==> config.mk <==
export PLATFORM = sky130hd
export DESIGN_NAME = cpu_int_ctrl
export DESIGN_NICKNAME = d
export VERILOG_FILES = /design/src/rtl/cpu_int_ctrl_pkg.sv /design/src/rtl/cpu_int_ctrl_sync.sv /design/src/rtl/cpu_int_ctrl.sv
export SDC_FILE = /design/constraint.sdc
export NUM_CORES = 1
export LEC_CHECK = 0
export ABC_CLOCK_PERIOD_IN_PS = 3430
export CORE_ASPECT_RATIO = 1.2
export CORE_MARGIN = 1
export CORE_UTILIZATION = 30
export DETAILED_ROUTE_END_ITERATION = 8
export PLACE_DENSITY = 0.72
export SYNTH_ARGS = -nofsm -noshare
export SYNTH_HDL_FRONTEND = slang
export SYNTH_SLANG_ARGS = --single-unit
==> constraint.sdc <==
create_clock -name clock -period 3.43 [get_ports clock]
set_input_delay 0.5145 -clock clock [delete_from_list [all_inputs] [get_ports clock]]
set_output_delay 0.5145 -clock clock [all_outputs]
set_load 0.1 [all_outputs]
==> src/rtl/cpu_int_ctrl_pkg.sv <==
// rtl/cpu_int_ctrl_pkg.sv - shared interrupt kind codes, default vectors and sequencer states
package cpu_int_ctrl_pkg;

    localparam logic [1:0] INT_KIND_NONE  = 2'b00;
    localparam logic [1:0] INT_KIND_RESET = 2'b01;
    localparam logic [1:0] INT_KIND_NMI   = 2'b10;
    localparam logic [1:0] INT_KIND_IRQ   = 2'b11;

    localparam logic [15:0] DEF_RESET_VEC = 16'hFFFC;
    localparam logic [15:0] DEF_NMI_VEC   = 16'hFFFA;
    localparam logic [15:0] DEF_IRQ_VEC   = 16'hFFFE;

    typedef enum logic {
        ST_IDLE  = 1'b0,
        ST_TAKEN = 1'b1
    } int_state_t;

endpackage

==> src/rtl/cpu_int_ctrl_sync.sv <==
// rtl/cpu_int_ctrl_sync.sv - int_sync: STAGES-deep, WIDTH-wide synchroniser resetting to all ones
module int_sync #(
    parameter int WIDTH  = 1,
    parameter int STAGES = 2
) (
    input  logic             clock,
    input  logic             nreset,
    input  logic [WIDTH-1:0] d,
    output logic [WIDTH-1:0] q
);

    logic [WIDTH-1:0] stage [STAGES];

    always_ff @(posedge clock or negedge nreset) begin
        if (!nreset) begin
            for (int i = 0; i < STAGES; i++) begin
                stage[i] <= '1;
            end
        end else begin
            stage[0] <= d;
            for (int i = 1; i < STAGES; i++) begin
                stage[i] <= stage[i-1];
            end
        end
    end

    assign q = stage[STAGES-1];

endmodule

==> src/rtl/cpu_int_ctrl.sv <==
// rtl/cpu_int_ctrl.sv - interrupt/reset sequencer for the 2A03-class core
// Optional BRK/IRQ-to-NMI vector hijack while waiting for ack: CPU_INT_NMI_HIJACK_EN
module cpu_int_ctrl
    import cpu_int_ctrl_pkg::*;
#(
    parameter int          NUM_IRQ     = 4,
    parameter int          SYNC_STAGES = 2,
    parameter logic [15:0] RESET_VEC   = DEF_RESET_VEC,
    parameter logic [15:0] NMI_VEC     = DEF_NMI_VEC,
    parameter logic [15:0] IRQ_VEC     = DEF_IRQ_VEC
) (
    input  logic               clock,
    input  logic               nreset,
    input  logic               nnmi,
    input  logic [NUM_IRQ-1:0] nirq_src,
    input  logic               flag_i,
    input  logic               poll,
    input  logic               brk,
    input  logic               ack,
    input  logic               mask_we,
    input  logic [NUM_IRQ-1:0] mask_wdata,
    output logic               int_take,
    output logic [1:0]         int_kind,
    output logic [15:0]        int_vec,
    output logic               int_set_b,
    output logic [NUM_IRQ-1:0] irq_pending,
    output logic [NUM_IRQ-1:0] irq_mask
);

    logic               nmi_s;
    logic [NUM_IRQ-1:0] nirq_s;
    logic               nmi_prev;
    logic               nmi_edge;
    logic               nmi_latch;
    logic               reset_latch;
    logic               irq_line;
    logic               ack_taken;
    int_state_t         state_q, state_d;
    logic [1:0]         kind_q, kind_d;
    logic [15:0]        vec_q, vec_d;
    logic               set_b_q, set_b_d;

    int_sync #(.WIDTH(1), .STAGES(SYNC_STAGES)) u_nmi_sync (
        .clock  (clock),
        .nreset (nreset),
        .d      (nnmi),
        .q      (nmi_s)
    );

    int_sync #(.WIDTH(NUM_IRQ), .STAGES(SYNC_STAGES)) u_irq_sync (
        .clock  (clock),
        .nreset (nreset),
        .d      (nirq_src),
        .q      (nirq_s)
    );

    assign nmi_edge    = nmi_prev & ~nmi_s;
    assign irq_pending = ~nirq_s & irq_mask;
    assign irq_line    = |irq_pending;
    assign ack_taken   = (state_q == ST_TAKEN) && ack;

    // A fresh NMI edge beats the clearing ack so back-to-back NMIs are never dropped.
    always_ff @(posedge clock or negedge nreset) begin
        if (!nreset) begin
            nmi_prev    <= 1'b1;
            nmi_latch   <= 1'b0;
            reset_latch <= 1'b1;
            irq_mask    <= '1;
        end else begin
            nmi_prev <= nmi_s;
            if (nmi_edge) begin
                nmi_latch <= 1'b1;
            end else if (ack_taken && kind_q == INT_KIND_NMI) begin
                nmi_latch <= 1'b0;
            end
            if (ack_taken && kind_q == INT_KIND_RESET) begin
                reset_latch <= 1'b0;
            end
            if (mask_we) begin
                irq_mask <= mask_wdata;
            end
        end
    end

    always_ff @(posedge clock or negedge nreset) begin
        if (!nreset) begin
            state_q <= ST_IDLE;
            kind_q  <= INT_KIND_NONE;
            vec_q   <= RESET_VEC;
            set_b_q <= 1'b0;
        end else begin
            state_q <= state_d;
            kind_q  <= kind_d;
            vec_q   <= vec_d;
            set_b_q <= set_b_d;
        end
    end

    always_comb begin
        state_d = state_q;
        kind_d  = kind_q;
        vec_d   = vec_q;
        set_b_d = set_b_q;
        case (state_q)
            ST_IDLE: begin
                if (poll) begin
                    if (reset_latch) begin
                        state_d = ST_TAKEN;
                        kind_d  = INT_KIND_RESET;
                        vec_d   = RESET_VEC;
                        set_b_d = 1'b0;
                    end else if (nmi_latch) begin
                        state_d = ST_TAKEN;
                        kind_d  = INT_KIND_NMI;
                        vec_d   = NMI_VEC;
                        set_b_d = 1'b0;
                    end else if (irq_line && !flag_i) begin
                        state_d = ST_TAKEN;
                        kind_d  = INT_KIND_IRQ;
                        vec_d   = IRQ_VEC;
                        set_b_d = 1'b0;
                    end else if (brk) begin
                        state_d = ST_TAKEN;
                        kind_d  = INT_KIND_IRQ;
                        vec_d   = IRQ_VEC;
                        set_b_d = 1'b1;
                    end
                end
            end
            ST_TAKEN: begin
                if (ack) begin
                    state_d = ST_IDLE;
                end
`ifdef CPU_INT_NMI_HIJACK_EN
                // B keeps its value, so a hijacked BRK still pushes B = 1.
                else if (kind_q == INT_KIND_IRQ && nmi_latch) begin
                    kind_d = INT_KIND_NMI;
                    vec_d  = NMI_VEC;
                end
`endif
            end
            default: state_d = ST_IDLE;
        endcase
    end

    assign int_take  = (state_q == ST_TAKEN);
    assign int_kind  = kind_q;
    assign int_vec   = vec_q;
    assign int_set_b = set_b_q;

endmodule
==> impl_metrics.tcl <==
set metrics [dict create \
    synth_area_um2 957.2 \
    cts_htree_levels 1 \
    num-nets-final 122 \
    max_slew.worst_pin.slew_ns 0.9733 \
    grt_max_degree 23 \
    slew_viol_final 0 \
    post-route-period-util 0.7267 \
    crit_buf_inv 1 \
    drt_iter0_drc 30 \
    clockBufferDepth 2 \
    layout_common_cells "clkdlybuf4s50_1 (25), dfstp_2 (17), conb_1 (14)" \
    dr.pass1.iters 4 \
    fp.dieW_um 53.57 \
    grt_usage 0.1050 \
    drc 0 \
    chipHeight_um 63.88 \
    port-buffer-count 29 \
    finalSetupViolations 0 \
    ys_warn_count 0 \
    dpl.hpwl_um 1219 \
    timing.fmax_mhz 401.2 \
    cts_hold_buf 0 \
    critical_path.max_stage_delay_ns 1.12 \
    antenna_found_initial 0 \
    path_max_fanout 3 \
    cp_slowest_cell "clkdlybuf4s50_1" \
    rsz0062_at_grt "false" \
    cts.sinks 22 \
    clk_latency_ns 0.30 \
    critPathLaunchType "flop" \
    grt-ovfl-total 0 \
    clk_pin_slew_worst_paths_ns 0.12 \
    post_cts_buffers 0 \
    routed_wl_um 1539 \
    numCtsBuffers 3 \
    gp_congestion 0.7444 \
    layout_commonest_cell "clkdlybuf4s50_1" \
    yosysSeqAreaShare 0.5974 \
    max_slew_margin 0.3491 \
    dieArea_um2 3421 \
    cts_tree "yes" \
    n_antenna_cell 0 \
    timing.final.ws_setup_ns 0.9376 \
    vias_per_cell 4.234 \
    gr-usage-met3 0.02857 \
    grtUsageMet1 0.1216 \
    dp_cells 137 \
    grt_pass1_vias 579 \
    ant_nets 0 \
    synth_area_leaders "dfstp_2 (47%), dfrtp_1 (13%), buf_4 (12%)" \
    vias 597 \
    tns_ns 0 \
    coreArea_um2 3055 \
    layout.cells.non_filler 141 \
    critPathArrivalTime_ns 1.98 \
    syn_inst 75 \
    min_period_ns 2.492 \
    power_density_nw_per_um2 724.2 \
    ys_types 21 \
    crit_required_ns 2.92 \
    cts_root_buf "clkbuf_4" \
    initial_core_util 0.3133 \
    peakVddDrop_v 0.0002703 \
    synth_top_area_share 0.4667 \
    multi_input_area_um2 306.5 \
    fillers 301 \
    grt_use_met2 0.1656 \
    hold_viol_final 0 \
    finalClockSkew_ns 0.01678 \
    leakagePower_nw 0.5200 \
    whs_ns 0.3609 \
    grt_pass1_wl_um 2559 \
    crit_family "buffers and inverters" \
    top_usage_layer "met2" \
    wl_per_cell_um 10.91 \
    worstSetupPathType "flop to output pin" \
    fin_util 0.4062 \
    drv_cap 0 \
    ys_seq_elements 22 \
    pre_cts_slack_ns 1.260 \
    num_rows 22 \
    synthToLayoutAreaGrowth_pct 29.67 \
    synth_area_leader_cell "dfstp_2" \
    cts_resized 0 \
    synth-edff-count 0 \
    synth_area_per_cell_um2 12.76 \
    hold_class "flop to flop" \
    ios 44 \
    drive_gt1_frac 0.2952 \
    seq_area_um2 571.8 \
    async_flop_share 1.000 \
    critPathCaptureType "output pin" \
    status "completed" \
    synthFlopType "dfstp_2" \
    crit_path_cell_trace "clkdlybuf4s50_1" \
]
## path summary, 6_finish.rpt
| check | startpoint | end | slack [ns] | depth (start not counted) |
|---|---|---|---|---|
| min | u_irq_sync.stage[5] | u_irq_sync.q[1] | 0.36 | 0 |
| max | irq_mask[0] | irq_mask[0] | 0.94 | 1 |
| max reg2reg | u_irq_sync.q[0] | int_set_b | 2.12 | 3 |
| max in group asynchronous | nreset | int_kind[0] | 2.16 | 1 |
| min reg2reg | u_irq_sync.stage[5] | u_irq_sync.q[1] | 0.36 | 0 |
| min in group asynchronous | nreset | int_set_b | 0.72 | 1 |
## cell type report
| class | count | share of cell area |
|---|---|---|
| clock buffers | 4 | 0.02117 |
| inverters | 3 | 0.009073 |
| multi-input cells | 47 | 0.2470 |
| flip-flops and latches | 22 | 0.4607 |
| well taps | 36 | 0.03629 |
| repair buffers | 29 | 0.2258 |
## sequential cells by signal (all words and copies together), names as in the netlist
name	count
reset_latch	1
nmi_latch	1
u_irq_sync.stage	4
u_irq_sync.q	4
u_nmi_sync.stage	1
int_take	1
int_vec	2
int_kind	1
u_nmi_sync.q	1
irq_mask	4
nmi_prev	1
int_set_b	1
## cells in the mapped netlist, types with 2 or more instances
| master | instances |
|---|---|
| conb_1 | 2 |
| o21ai_0 | 6 |
| nor2b_4 | 2 |
| dfrtp_1 | 5 |
| dfstp_2 | 17 |
| a21oi_1 | 4 |
| buf_4 | 15 |
| nor3_1 | 3 |
| inv_1 | 3 |
| mux2_2 | 4 |
| nor2b_1 | 4 |
## through the flow
stage	cell area, µm²	power [mW]
4_1_cts	1241	0.9099
3_5_place_dp	1215	0.7921
3_3_place_gp	1215	0.7861
5_1_grt	1241	0.9481
2_1_floorplan	1002	0.7079
6_report	1241	0.8988
## logic make-up (layout without fill, tap and decap cells)
| kind of cell | Yosys count | count (layout) | share of synthesized area |
|---|---|---|---|
| other | 2 | 14 | 0.007846 |
| multiplexers | 4 | 4 | 0.04706 |
| flip-flops | 22 | 22 | 0.5974 |
| AO/OA/AOI/OAI | 14 | 14 | 0.1072 |
| AND/OR/NAND/NOR | 15 | 15 | 0.1111 |
| buffers and inverters | 18 | 36 | 0.1294 |
## routing by layer
metal | vias up | wire length (µm)
met4 | 0 | 37
met3 | 4 | 97
li1 | 285 | -
met2 | 28 | 802
met5 | - | 0
met1 | 280 | 602
## report_power, final
part           total, mW  internal, mW  leakage (nW)  switching, mW
Combinational      0.444         0.103         0.270          0.341
Sequential         0.341         0.309         0.235         0.0317
Clock              0.114        0.0452        0.0150         0.0686
Note: power is estimated with default switching activity, not from simulation.
